## src/rtl/spi_slave_responder.sv

```systemverilog
// SPI mode-0 target oversampled on sys_clk_i, with valid/ready tx/rx word streams.
// Optional SPI_SLV_ECHO_EN: an empty tx holding register echoes the last received word instead of IDLE_PATTERN.
module spi_slave_responder #(
   parameter int unsigned       DATA_W       = 8,
   parameter logic [DATA_W-1:0] IDLE_PATTERN = {DATA_W{1'b1}},
   parameter int unsigned       SYNC_STAGES  = 2
) (
   input  logic              sys_clk_i,
   input  logic              rstn_i,
   input  logic              spi_clk_i,
   input  logic              spi_csn_i,
   input  logic              spi_sdo_i,
   output logic              spi_sdi_o,
   output logic              spi_sdi_oe_o,
   input  logic [DATA_W-1:0] tx_data_i,
   input  logic              tx_valid_i,
   output logic              tx_ready_o,
   output logic [DATA_W-1:0] rx_data_o,
   output logic              rx_valid_o,
   input  logic              rx_ready_i,
   output logic              frame_active_o,
   output logic              frame_end_o,
   output logic              tx_underrun_o,
   output logic              rx_overrun_o
);

   localparam int unsigned CNT_W = $clog2(DATA_W);
   localparam logic [CNT_W-1:0] LAST_BIT = CNT_W'(DATA_W - 1);

   typedef enum logic {IDLE, SHIFT} state_t;

   state_t state, state_next;

   logic [SYNC_STAGES-1:0] clk_sync, csn_sync, sdo_sync;
   logic clk_d, csn_d;
   logic sck_s, csn_s, sdo_s;
   logic sck_rise, sck_fall, csn_fall, csn_rise;

   logic [CNT_W-1:0]  bit_cnt;
   logic [DATA_W-2:0] rx_shift;
   logic [DATA_W-2:0] tx_rest;
   logic [DATA_W-1:0] hold_data;
   logic              hold_full;
   logic [DATA_W-1:0] rx_word;
   logic [DATA_W-1:0] load_word;
   logic              load_underrun;

   logic start_frame, stop_frame, sample, load, shift_tx, word_done;

`ifdef SPI_SLV_ECHO_EN
   logic [DATA_W-1:0] echo_data;
   logic              echo_valid;
`endif

   // Sync flops reset low so a CSN held low across reset never looks like a fresh fall.
   always_ff @(posedge sys_clk_i or negedge rstn_i) begin
      if (!rstn_i) begin
         clk_sync <= '0;
         csn_sync <= '0;
         sdo_sync <= '0;
         clk_d    <= 1'b0;
         csn_d    <= 1'b0;
      end else begin
         clk_sync <= {clk_sync[SYNC_STAGES-2:0], spi_clk_i};
         csn_sync <= {csn_sync[SYNC_STAGES-2:0], spi_csn_i};
         sdo_sync <= {sdo_sync[SYNC_STAGES-2:0], spi_sdo_i};
         clk_d    <= clk_sync[SYNC_STAGES-1];
         csn_d    <= csn_sync[SYNC_STAGES-1];
      end
   end

   assign sck_s    = clk_sync[SYNC_STAGES-1];
   assign csn_s    = csn_sync[SYNC_STAGES-1];
   assign sdo_s    = sdo_sync[SYNC_STAGES-1];
   assign sck_rise = sck_s & ~clk_d;
   assign sck_fall = ~sck_s & clk_d;
   assign csn_fall = ~csn_s & csn_d;
   assign csn_rise = csn_s & ~csn_d;

   assign rx_word   = {rx_shift, sdo_s};
   assign word_done = sample && (bit_cnt == LAST_BIT);

   // Source of the next tx word whenever the shifter reloads.
   always_comb begin
      load_word     = IDLE_PATTERN;
      load_underrun = 1'b1;
      if (hold_full) begin
         load_word     = hold_data;
         load_underrun = 1'b0;
      end
`ifdef SPI_SLV_ECHO_EN
      else if (echo_valid) begin
         load_word     = echo_data;
         load_underrun = 1'b0;
      end
`endif
   end

   always_ff @(posedge sys_clk_i or negedge rstn_i) begin
      if (!rstn_i) state <= IDLE;
      else         state <= state_next;
   end

   // A CSN rise takes priority over any SCK edge seen in the same cycle.
   always_comb begin
      state_next  = state;
      start_frame = 1'b0;
      stop_frame  = 1'b0;
      sample      = 1'b0;
      load        = 1'b0;
      shift_tx    = 1'b0;
      case (state)
         IDLE: begin
            if (csn_fall) begin
               state_next  = SHIFT;
               start_frame = 1'b1;
               load        = 1'b1;
            end
         end
         SHIFT: begin
            if (csn_rise) begin
               state_next = IDLE;
               stop_frame = 1'b1;
            end else if (sck_rise) begin
               sample = 1'b1;
            end else if (sck_fall) begin
               if (bit_cnt == '0) load = 1'b1;
               else               shift_tx = 1'b1;
            end
         end
         default: state_next = IDLE;
      endcase
   end

   always_ff @(posedge sys_clk_i or negedge rstn_i) begin
      if (!rstn_i) begin
         spi_sdi_o     <= 1'b0;
         spi_sdi_oe_o  <= 1'b0;
         bit_cnt       <= '0;
         rx_shift      <= '0;
         tx_rest       <= '0;
         hold_data     <= '0;
         hold_full     <= 1'b0;
         rx_data_o     <= '0;
         rx_valid_o    <= 1'b0;
         frame_end_o   <= 1'b0;
         tx_underrun_o <= 1'b0;
         rx_overrun_o  <= 1'b0;
      end else begin
         frame_end_o   <= 1'b0;
         tx_underrun_o <= 1'b0;
         rx_overrun_o  <= 1'b0;

         if (stop_frame) begin
            spi_sdi_o    <= 1'b0;
            spi_sdi_oe_o <= 1'b0;
            frame_end_o  <= 1'b1;
            bit_cnt      <= '0;
            rx_shift     <= '0;
         end
         if (start_frame) begin
            spi_sdi_oe_o <= 1'b1;
            bit_cnt      <= '0;
         end
         if (load) begin
            spi_sdi_o     <= load_word[DATA_W-1];
            tx_rest       <= load_word[DATA_W-2:0];
            tx_underrun_o <= load_underrun;
            hold_full     <= 1'b0;
         end
         if (shift_tx) begin
            spi_sdi_o <= tx_rest[DATA_W-2];
            tx_rest   <= {tx_rest[DATA_W-3:0], 1'b0};
         end
         if (sample) begin
            rx_shift <= rx_word[DATA_W-2:0];
            bit_cnt  <= word_done ? '0 : bit_cnt + CNT_W'(1);
         end

         // Accept is placed after the load so a same-cycle refill wins.
         if (tx_valid_i && !hold_full) begin
            hold_data <= tx_data_i;
            hold_full <= 1'b1;
         end

         if (word_done) begin
            if (!rx_valid_o || rx_ready_i) begin
               rx_data_o  <= rx_word;
               rx_valid_o <= 1'b1;
            end else begin
               rx_overrun_o <= 1'b1;
            end
         end else if (rx_valid_o && rx_ready_i) begin
            rx_valid_o <= 1'b0;
         end
      end
   end

`ifdef SPI_SLV_ECHO_EN
   always_ff @(posedge sys_clk_i or negedge rstn_i) begin
      if (!rstn_i) begin
         echo_data  <= '0;
         echo_valid <= 1'b0;
      end else if (word_done) begin
         echo_data  <= rx_word;
         echo_valid <= 1'b1;
      end
   end
`endif

   assign tx_ready_o     = ~hold_full;
   assign frame_active_o = (state == SHIFT);

endmodule
```

## config.mk

```make
export PLATFORM = sky130hd
export DESIGN_NAME = spi_slave_responder
export DESIGN_NICKNAME = d
export VERILOG_FILES = /design/src/rtl/spi_slave_responder.sv
export SDC_FILE = /design/constraint.sdc
export NUM_CORES = 1
export LEC_CHECK = 0
export CORE_ASPECT_RATIO = 2
export CORE_MARGIN = 10
export CORE_UTILIZATION = 57
export DETAILED_ROUTE_END_ITERATION = 10
export GPL_ROUTABILITY_DRIVEN = 0
export PLACE_DENSITY = 0.82
export SYNTH_ARGS = -nofsm -noshare
export SYNTH_HDL_FRONTEND = slang
export SYNTH_SLANG_ARGS = --single-unit
```

## constraint.sdc

```tcl
create_clock -name sys_clk_i -period 2.45 [get_ports sys_clk_i]
set_input_delay 0.49 -clock sys_clk_i [delete_from_list [all_inputs] [get_ports sys_clk_i]]
set_output_delay 0.49 -clock sys_clk_i [all_outputs]
set_load 0.01 [all_outputs]
```

==> flow_summary.ini <==
[outcome]
outcome = finished clean

[setup_path]
crit_type = flop to output pin
crit_fanout = 11
required_ns = 1.96
cp.arrival_ns = 1.46
crit_path_start_kind = flop
crit_path_end_kind = output pin

[finish]
num-fill-cells = 238
diodes = 0
fin_area_um2 = 2460
final_cell_count_no_fill = 257
areaGrowthSynthToFinish_pct = 20.7
finish.utilization = 0.721
layout-drive-gt1-share = 0.144
final_nets = 226

[power]
power_leakage_nw = 1.07
p_comb_frac = 0.238
clockPowerShare = 0.230
netSwitchingFraction = 0.306
powerDensity_nw_per_um2 = 834
finalPower_mw = 2.05
seqPwrFrac = 0.532
vdd_ir_drop_max_uv = 570
p_sw_uw = 628
p_int_mw = 1.42

[floorplan]
core_um2 = 3420
die_h_um = 105
rows = 30
die_x_um = 62.3
die_area_um2 = 6510
start_util = 0.597
ioPinCount = 31

[clock_tree]
clk_latency_ns = 0.31
cts_resized = 0
cts_tree = done
root_buffer = clkbuf_8
h-tree-depth = 2
cts_made_buffers = 5
hold_buffers = 0
clk_path_buf_depth = 2
post_cts_buffers = 0
path_clk_slew_ns = 0.09
clock_sinks = 49

[synth]
syn_area_per_cell_um2 = 11.5
yosys-top-cells-area = dfrtp_1, mux2_4, o21ai_0
yosys.area.top_type = dfrtp_1
seq_area_frac_synth = 0.602
ys.warnings.count = 0
synth_top_area_share = 0.602
postSynthCellCount = 177
ys_ff_latch = 49
syn_nets = 195
synthDistinctLibCells = 30
syn_area_um2 = 2040

[global_routing]
grt_use_total = 0.124
grt_start_max_net_pins = 50
grt_pass1_wl_mm = 6.79
grt_pass1_vias = 1506
antenna_found_initial = 0
grt_overflow = 0

[sta]
finalCriticalPeriod_ns = 1.95
drv_slew = 0
timing.final.crit_share = 0.796
timing.setup.tns_ns = 0
worstMarginPinSlew_ns = 0.836
slew_headroom = 0.440
fin_skew_ns = 0.0109
worst_hold_slack_ns = 0.263
fin_ws_ns = 0.499
final-setup-viol-count = 0
max_freq_mhz = 513
rsz0062_at_grt = no
hold_viol = 0

[route]
dr.pass1.iters = 4
final_antenna_net_count = 0
routed_via_density = 5.42
routed_wl_mm = 3.82
drcViolationCount = 0
drt_iter0_drc = 43
wl_per_cell_um = 14.9
vias = 1394

[placed_design]
dpl.hpwl_mm = 2.94
io_buffers = 30
pre_cts_ws_ns = 0.396
placed_area_um2 = 2370
dp_cells = 249

[hold_path]
hold_class = input port to asynchronous set/reset pin

[run]
cap_viol_max_count = 0
## power by group through the flow
stage / logic (mW) / registers [mW] / clock network (mW)
global route: 0.551 / 1.12 / 0.518
global placement: 0.460 / 1.09 / 0
detailed placement: 0.494 / 1.11 / 0
floorplan: 0.353 / 1.06 / 0
finish: 0.488 / 1.09 / 0.472
CTS: 0.497 / 1.09 / 0.482
## cell usage after synthesis
| cell type | n |
|---|---|
| o211ai_1 | 6 |
| nand2b_1 | 3 |
| inv_1 | 6 |
| buf_6 | 1 |
| nor3_2 | 1 |
| a22o_1 | 1 |
| a32o_1 | 2 |
| inv_2 | 1 |
| ha_1 | 3 |
| a21oi_1 | 8 |
| or2_1 | 1 |
| nand3b_1 | 1 |
| a21o_1 | 1 |
| a211oi_1 | 1 |
| nor3b_2 | 1 |
| nor2_1 | 11 |
| nand4b_1 | 1 |
| and3_1 | 1 |
| dfrtp_1 | 49 |
| mux2_4 | 8 |
| buf_2 | 4 |
| nor2b_1 | 7 |
| nand2_1 | 24 |
| o21a_1 | 1 |
| o21ai_0 | 19 |
| and4b_1 | 1 |
| clkbuf_1 | 4 |
| a31oi_1 | 1 |
| nand3_1 | 2 |
| mux2_2 | 7 |
## metal layers
layer	share of wire	track usage	up-vias
met5	0	0	-
met4	0.016	0.0466	0
met3	0.067	0.0513	8
met2	0.54	0.224	49
met1	0.37	0.121	675
li1	-	-	662
## layout make-up
type                            count  area, um2  share of cell area
Multi-Input combinational cell    112        739               0.300
Tap cell                           48       60.1              0.0244
Timing Repair Buffer               33        318               0.129
Clock buffer                        5       68.8              0.0280
Clock inverter                      3       22.5             0.00915
Sequential cell                    49       1230               0.498
Inverter                            7       26.3              0.0107
## critical path, stage by stage (launching register included)
cell	delay, ns
dfrtp_1	0.48
inv_1	0.13
clkdlybuf4s50_1	0.55
## kinds of logic (layout without fill, tap and decap cells)
kind of cell,Yosys count,after routing,synth area share
mux,15,15,0.0976
fa+ha+maj,3,3,0.0184
compound gates,40,40,0.117
simple gates,54,54,0.130
flops,49,49,0.602
buf+inv,16,48,0.0356
## flip-flops by register name, summed over array words and instances (netlist names), 2 cells and up
| name | count |
|---|---|
| bit_cnt | 3 |
| clk_sync | 2 |
| csn_sync | 2 |
| hold_data | 8 |
| rx_data_o | 8 |
| rx_shift | 7 |
| sdo_sync | 2 |
| tx_rest | 7 |
## layout by cell type, fill, tap and decap left out, drive strengths merged, types with 5 or more instances in the layout
cell	synthesis	routed
dfrtp	49	49
clkdlybuf4s50	0	29
nand2	24	24
o21ai	19	19
mux2	15	15
nor2	11	11
a21oi	8	8
nor2b	7	7
inv	7	7
o211ai	6	6
clkbuf	4	5
## worst paths after layout
kind                            slack, ns  depth (start not counted)                        to                    from
worst max-delay path                 0.50                          2                tx_ready_o   hold_full$_DFFE_PN0P_
worst min-delay path                 0.26                          2    bit_cnt[0]$_DFFE_PN0P_                  rstn_i
worst max register to register       0.71                          4  rx_data_o[7]$_DFFE_PN0P_  bit_cnt[0]$_DFFE_PN0P_
worst min register to register       0.35                          0     csn_sync[1]$_DFF_PN0_   csn_sync[0]$_DFF_PN0_
max in group asynchronous            1.79                          2  hold_data[3]$_DFFE_PN0P_                  rstn_i
min in group sys_clk_i               0.35                          0     csn_sync[1]$_DFF_PN0_   csn_sync[0]$_DFF_PN0_
(Power assumes the default switching activity.)
